**src/rtl/stage6wb_pkg.sv**
```systemverilog
// Instruction-set header for the write-back stage: field positions, opcodes, classification.
// Pure declarations, no logic or latency of its own.
// Not applicable to flow control; consumed by the stage and its register file.
package stage6wb_pkg;

   localparam int DATA_W  = 24;
   localparam int REG_AW  = 4;
   localparam int FLAG_W  = 4;

   // Opcode lives in the top nibble of the instruction word; rd is in [15:12].
   localparam int OPC_MSB = 23;
   localparam int OPC_LSB = 20;

   localparam logic [3:0] OPC_NOP  = 4'h0;
   localparam logic [3:0] OPC_ADD  = 4'h1;
   localparam logic [3:0] OPC_ADDI = 4'h2;
   localparam logic [3:0] OPC_SUB  = 4'h3;
   localparam logic [3:0] OPC_CMP  = 4'h4;
   localparam logic [3:0] OPC_MOV  = 4'h5;
   localparam logic [3:0] OPC_ST   = 4'h6;
   localparam logic [3:0] OPC_HLT  = 4'hF;

   localparam logic [DATA_W-1:0] NOP_WORD = 24'h000000;

   typedef enum logic {
      ST_RUN    = 1'b0,
      ST_HALTED = 1'b1
   } state_t;

   function automatic logic [3:0] opcode_of(input logic [DATA_W-1:0] instr);
      return instr[OPC_MSB:OPC_LSB];
   endfunction

   // ALU results and moves land in rd; compares, stores, NOP and HLT do not.
   function automatic logic writes_rd(input logic [DATA_W-1:0] instr);
      logic r;
      r = 1'b0;
      if (instr != NOP_WORD) begin
         case (opcode_of(instr))
            OPC_ADD, OPC_ADDI, OPC_SUB, OPC_MOV: r = 1'b1;
            default:                             r = 1'b0;
         endcase
      end
      return r;
   endfunction

   // Arithmetic and compare update flags; moves, stores, NOP and HLT leave them alone.
   function automatic logic sets_flags(input logic [DATA_W-1:0] instr);
      logic r;
      r = 1'b0;
      if (instr != NOP_WORD) begin
         case (opcode_of(instr))
            OPC_ADD, OPC_ADDI, OPC_SUB, OPC_CMP: r = 1'b1;
            default:                             r = 1'b0;
         endcase
      end
      return r;
   endfunction

endpackage

```
**src/rtl/stage6wb_regfile_2r1w.sv**
```systemverilog
// Architectural register array: two combinational read ports, one synchronous write port.
// Read latency 0 (no bypass here), write visible one cycle after the edge.
// No backpressure; the write is taken whenever we is high.
module regfile_2r1w
   import stage6wb_pkg::*;
#(
   parameter int REG_COUNT = 16,
   parameter int R0_ZERO   = 0
) (
   input  logic              clk,
   input  logic              rst,
   input  logic              we,
   input  logic [REG_AW-1:0] waddr,
   input  logic [DATA_W-1:0] wdata,
   input  logic [REG_AW-1:0] raddr_a,
   input  logic [REG_AW-1:0] raddr_b,
   output logic [DATA_W-1:0] rdata_a,
   output logic [DATA_W-1:0] rdata_b
);

   logic [DATA_W-1:0] regs_q [REG_COUNT];
   logic [DATA_W-1:0] regs_d [REG_COUNT];

   // Next-state of the array: one entry updated, R0 writes dropped when hardwired.
   always_comb begin
      regs_d = regs_q;
      if (we && (int'(waddr) < REG_COUNT) && !((R0_ZERO != 0) && (waddr == '0))) begin
         regs_d[waddr] = wdata;
      end
   end

   // Array state with synchronous clear.
   always_ff @(posedge clk) begin
      if (!rst) begin
         for (int i = 0; i < REG_COUNT; i++) regs_q[i] <= '0;
      end else begin
         regs_q <= regs_d;
      end
   end

   // Combinational reads; out-of-range and hardwired-R0 addresses return 0.
   always_comb begin
      rdata_a = '0;
      rdata_b = '0;
      if ((int'(raddr_a) < REG_COUNT) && !((R0_ZERO != 0) && (raddr_a == '0))) rdata_a = regs_q[raddr_a];
      if ((int'(raddr_b) < REG_COUNT) && !((R0_ZERO != 0) && (raddr_b == '0))) rdata_b = regs_q[raddr_b];
   end

endmodule

```
**src/rtl/stage6wb.sv**
```systemverilog
// Write-back stage: retires instructions into regfile, flags, retire counter and last PC.
// Updates land one cycle after the retiring edge; reads see same-cycle writes via bypass.
// No backpressure; enable_in is taken every cycle in RUN and ignored once HALTED.
module stage6wb
   import stage6wb_pkg::*;
#(
   parameter int REG_COUNT = 16,
   parameter int R0_ZERO   = 0
) (
   input  logic        clk,
   input  logic        rst,
   input  logic        enable_in,
   input  logic [23:0] pc_in,
   input  logic [23:0] instr_in,
   input  logic [23:0] result_in,
   input  logic [3:0]  flags_in,
   input  logic [3:0]  reg_waddr_in,
   input  logic [3:0]  raddr_a,
   input  logic [3:0]  raddr_b,
   output logic [23:0] rdata_a,
   output logic [23:0] rdata_b,
   output logic [3:0]  flags_out,
   output logic [23:0] retired_out,
   output logic [23:0] last_pc_out,
   output logic        halted_out
);

   state_t            state_q,   state_d;
   logic [FLAG_W-1:0] flags_q,   flags_d;
   logic [DATA_W-1:0] retired_q, retired_d;
   logic [DATA_W-1:0] last_pc_q, last_pc_d;

   logic              retire;
   logic              wr_en;
   logic [DATA_W-1:0] rf_rdata_a;
   logic [DATA_W-1:0] rf_rdata_b;

   // Reset in the same cycle discards the instruction, so it also gates the bypass.
   assign retire = rst && enable_in && (state_q == ST_RUN);
   assign wr_en  = retire && writes_rd(instr_in);

   regfile_2r1w #(
      .REG_COUNT (REG_COUNT),
      .R0_ZERO   (R0_ZERO)
   ) u_regfile (
      .clk     (clk),
      .rst     (rst),
      .we      (wr_en),
      .waddr   (reg_waddr_in),
      .wdata   (result_in),
      .raddr_a (raddr_a),
      .raddr_b (raddr_b),
      .rdata_a (rf_rdata_a),
      .rdata_b (rf_rdata_b)
   );

   // Next state for FSM, flags, retire counter and last PC.
   always_comb begin
      state_d   = state_q;
      flags_d   = flags_q;
      retired_d = retired_q;
      last_pc_d = last_pc_q;
      if (retire) begin
         retired_d = retired_q + 24'd1;
         last_pc_d = pc_in;
         if (sets_flags(instr_in))           flags_d = flags_in;
         if (opcode_of(instr_in) == OPC_HLT) state_d = ST_HALTED;
      end
   end

   // Stage state with synchronous active-low clear.
   always_ff @(posedge clk) begin
      if (!rst) begin
         state_q   <= ST_RUN;
         flags_q   <= '0;
         retired_q <= '0;
         last_pc_q <= '0;
      end else begin
         state_q   <= state_d;
         flags_q   <= flags_d;
         retired_q <= retired_d;
         last_pc_q <= last_pc_d;
      end
   end

   // Write-through bypass; a hardwired R0 stays 0 even when bypassed.
   always_comb begin
      rdata_a = rf_rdata_a;
      rdata_b = rf_rdata_b;
      if (wr_en && (raddr_a == reg_waddr_in)) rdata_a = result_in;
      if (wr_en && (raddr_b == reg_waddr_in)) rdata_b = result_in;
      if ((R0_ZERO != 0) && (raddr_a == '0))  rdata_a = '0;
      if ((R0_ZERO != 0) && (raddr_b == '0))  rdata_b = '0;
   end

   assign flags_out   = flags_q;
   assign retired_out = retired_q;
   assign last_pc_out = last_pc_q;
   assign halted_out  = (state_q == ST_HALTED);

endmodule

```
**config.mk**
```make
export PLATFORM = sky130hd
export DESIGN_NAME = stage6wb
export DESIGN_NICKNAME = d
export VERILOG_FILES = /design/src/rtl/stage6wb_pkg.sv /design/src/rtl/stage6wb_regfile_2r1w.sv /design/src/rtl/stage6wb.sv
export SDC_FILE = /design/constraint.sdc
export NUM_CORES = 1
export LEC_CHECK = 0
export BUFFER_PORTS_ARGS = -buffer_cell sky130_fd_sc_hd__buf_2
export CORE_ASPECT_RATIO = 0.9
export CORE_UTILIZATION = 52
export DETAILED_ROUTE_END_ITERATION = 7
export PLACE_DENSITY = 0.71
export SKIP_LAST_GASP = 1
export SLEW_MARGIN = 15
export SYNTH_ARGS = -nofsm -noshare
export SYNTH_HDL_FRONTEND = slang
export SYNTH_SLANG_ARGS = --single-unit
```
**constraint.sdc**
```tcl
create_clock -name clk -period 2.39 [get_ports clk]
set_input_delay 0.1195 -clock clk [delete_from_list [all_inputs] [get_ports clk]]
set_output_delay 0.1195 -clock clk [all_outputs]
set_load 0.005 [all_outputs]
```
==> impl_metrics.toml <==
[logic_synthesis]
synth_top_flop_cell = "dfxtp_1"
synth_cell_types = 39
yosys_warnings = 0
synth_nets = 2627
synth-edff-count = 0
synth_seq_cells = 437
syn_inst = 2535
synth_seq_area_share_pct = 37.1
synth_area_leaders = "dfxtp_1 (37%), mux4_2 (18%), o21ai_0 (8.8%)"
syn-cell-area_um2 = 23600
synth.avg_cell_area_um2 = 9.31
synthArstFlopShare_pct = 0
synth_top_area_cell = "dfxtp_1"
synth_top_area_share_pct = 37.1

[power]
powerDensity_nw_per_um2 = 601
ir_drop_mv = 0.556
p_leak_nw = 9.32
p_clk_share_pct = 45.2
swShare_pct = 25.5
p_seq_share_pct = 45.5
power_switching_mw = 4.13
p_total_mw = 16.2
internal_power_mw = 12.1
p_comb_share_pct = 9.3

[sta]
setup_viol = 0
slew_headroom_pct = 50.9
worst_pin_slew_ps = 736
post-route-period-util_pct = 98.2
rsz0062_at_grt = "yes"
whs_ps = 47.6
finalHoldViolCount = 0
layout_setup_ws_ps = 42.6
fin_skew_ps = 27.2
slew_violations = 0
clock.fmax_ghz = 0.426
min_period_ps = 2350

[cts]
path_clk_slew_ps = 60
worstSkewPairLatency_ps = 610
tritoncts = "yes"
ctsHtreeMaxLevel = 2
cts_buffers = 46
cts_root_buffer = "clkbuf_16"
cts.sinks = 437
postCtsSetupRepairBufs = 0
clockBufferDepth = 3

[global_routing]
grt_pass1_vias = 21600
overflow = 0
grt_max_degree = 97
grt_pass1_wl_um = 119000
antenna_found_initial = 6
grt_use_total_pct = 32.5

[floorplan]
dieHeight_um = 204
die_width_um = 227
row_count = 73
core_area_um2 = 44500
start_util_pct = 53.1
dieArea_um2 = 46200
io-pin-count = 192

[worst_setup_path]
end_kind = "primary output"
cp_max_fo = 10
start_kind = "flop"
crit_arrival_ps = 2230
crit_type = "flop to primary output"
cp.required_ps = 2270
rrSetupSlack_ps = 310

[layout]
layout_commonest_cell = "dfxtp_1"
post-route-util_pct = 60.6
seq_area_um2 = 8750
layout_common_cells = "dfxtp_1 (436), o21ai_0 (415), a21oi_1 (398)"
multi_input_area_um2 = 13400
n_fill_cell = 3698
layout.cells.non_filler = 3166
areaGrowthSynthToFinish_pct = 14.2
final_nets = 2623
layout-drive-gt1-share_pct = 22.3

[detailed_routing]
via_count = 21700
ant_nets = 0
wl_per_cell_um = 23.8
drc_errors = 0
dr.pass1.iters = 6
wl_um = 75400
vias_per_cell = 6.84
drt_iter0_drc = 2456

[place]
portBuffers = 171
dpl.hpwl_um = 39400
dpl.cell_count = 3028
gp_congestion = 0.794
dp_slack_ps = 328

[job]
cap_viol_max_count = 0

[worst_hold_path]
holdCritPathClass = "input port to flop"

[status]
status = "finished clean"
==> power groups by stage <==
stage	sequential (mW)	clock (mW)	combinational, mW
5_1_grt	7.37	7.69	1.57
2_1_floorplan	7.53	0	0.894
3_3_place_gp	7.52	0	1.37
6_report	7.37	7.33	1.51
4_1_cts	7.36	7.40	1.47
3_5_place_dp	7.53	0	1.39
==> repair_timing <==
item | CTS | global route
endpoints found under the setup margin | 48 | 18
pin swaps | 1 | 1
resized for setup | 17 | 1
endpoints found under the hold margin | 410 | 0
hold buffers | 55 | 0
==> worst max-delay path: stages (launching register included) <==
cell and delay (ps):
dfxtp_4 360, nand4bb_4 210, nor3_4 180, buf_6 140, nand2_2 80, buf_6 180
mux2_2 340, buf_2 150
==> path summary, 6_finish.rpt <==
path / cells past startpoint / startpoint / end
worst max-delay path: 7 / halted_out / rdata_b[3]
worst max register to register: 6 / halted_out / u_regfile.regs_q[102]
worst min register to register: 2 / last_pc_out[23] / last_pc_out[23]
worst min-delay path: 4 / enable_in / retired_out[0]
==> state kept, by name, summed over array words and instances (netlist names) <==
| register | flops |
|---|---|
| u_regfile.regs_q | 384 |
| last_pc_out | 24 |
| halted_out | 1 |
| flags_out | 4 |
| retired_out | 24 |
==> cells in the mapped netlist, types with 2 or more instances <==
cell type    n
a21oi_1    398
and2_1       4
and3_1       4
buf_1       30
buf_2       48
buf_4       20
buf_6        9
clkbuf_1   236
dfxtp_1    437
mux2_2      48
mux2i_1    148
mux4_2     192
nand2_1     61
nand2_2      2
nand2b_1     2
nand3_1    392
nand4_1     11
nor2_1      16
nor2b_1      3
nor4_1       2
nor4_4       4
o21ai_0    415
o31ai_1      9
or3_1        6
or4_1        9
xor2_1      16
==> area by class of cell <==
| cell class | count | share of cell area [%] |
|---|---|---|
| tap | 600 | 2.79 |
| timing repair buffer | 291 | 9.07 |
| clock inverter | 9 | 0.339 |
| multi-input combinational | 1754 | 49.9 |
| inverter | 1 | 0.0418 |
| antenna | 3 | 0.0279 |
| clock buffer | 71 | 5.33 |
| sequential | 437 | 32.5 |
==> per-stage QoR <==
step	setup TNS, ps	area [µm²]
2_1_floorplan	0	23600
5_1_grt	-18.4	26900
6_report	0	26900
3_3_place_gp	0	24800
4_1_cts	-52.8	26900
3_5_place_dp	0	24800
==> metal layers <==
layer,global-route usage (%),share of wire (%)
met1,41.1,38
met2,53.6,49
met3,6.61,10
met4,14.2,3.0
met5,0,0.045
==> kinds of logic (layout without fill, tap and decap cells) <==
group           Yosys count  after routing  synth area share (%)
flops                   437            437                  37.1
mux                     388            388                  26.9
compound gates          823            823                  17.6
buf+inv                 344            372                  6.33
other cells               0              3                     0
simple gates            525            525                  11.5
fa+ha+maj                 1              1                0.0530
xor+xnor                 17             17                 0.631
No activity file was read; power rests on OpenSTA's default activity.
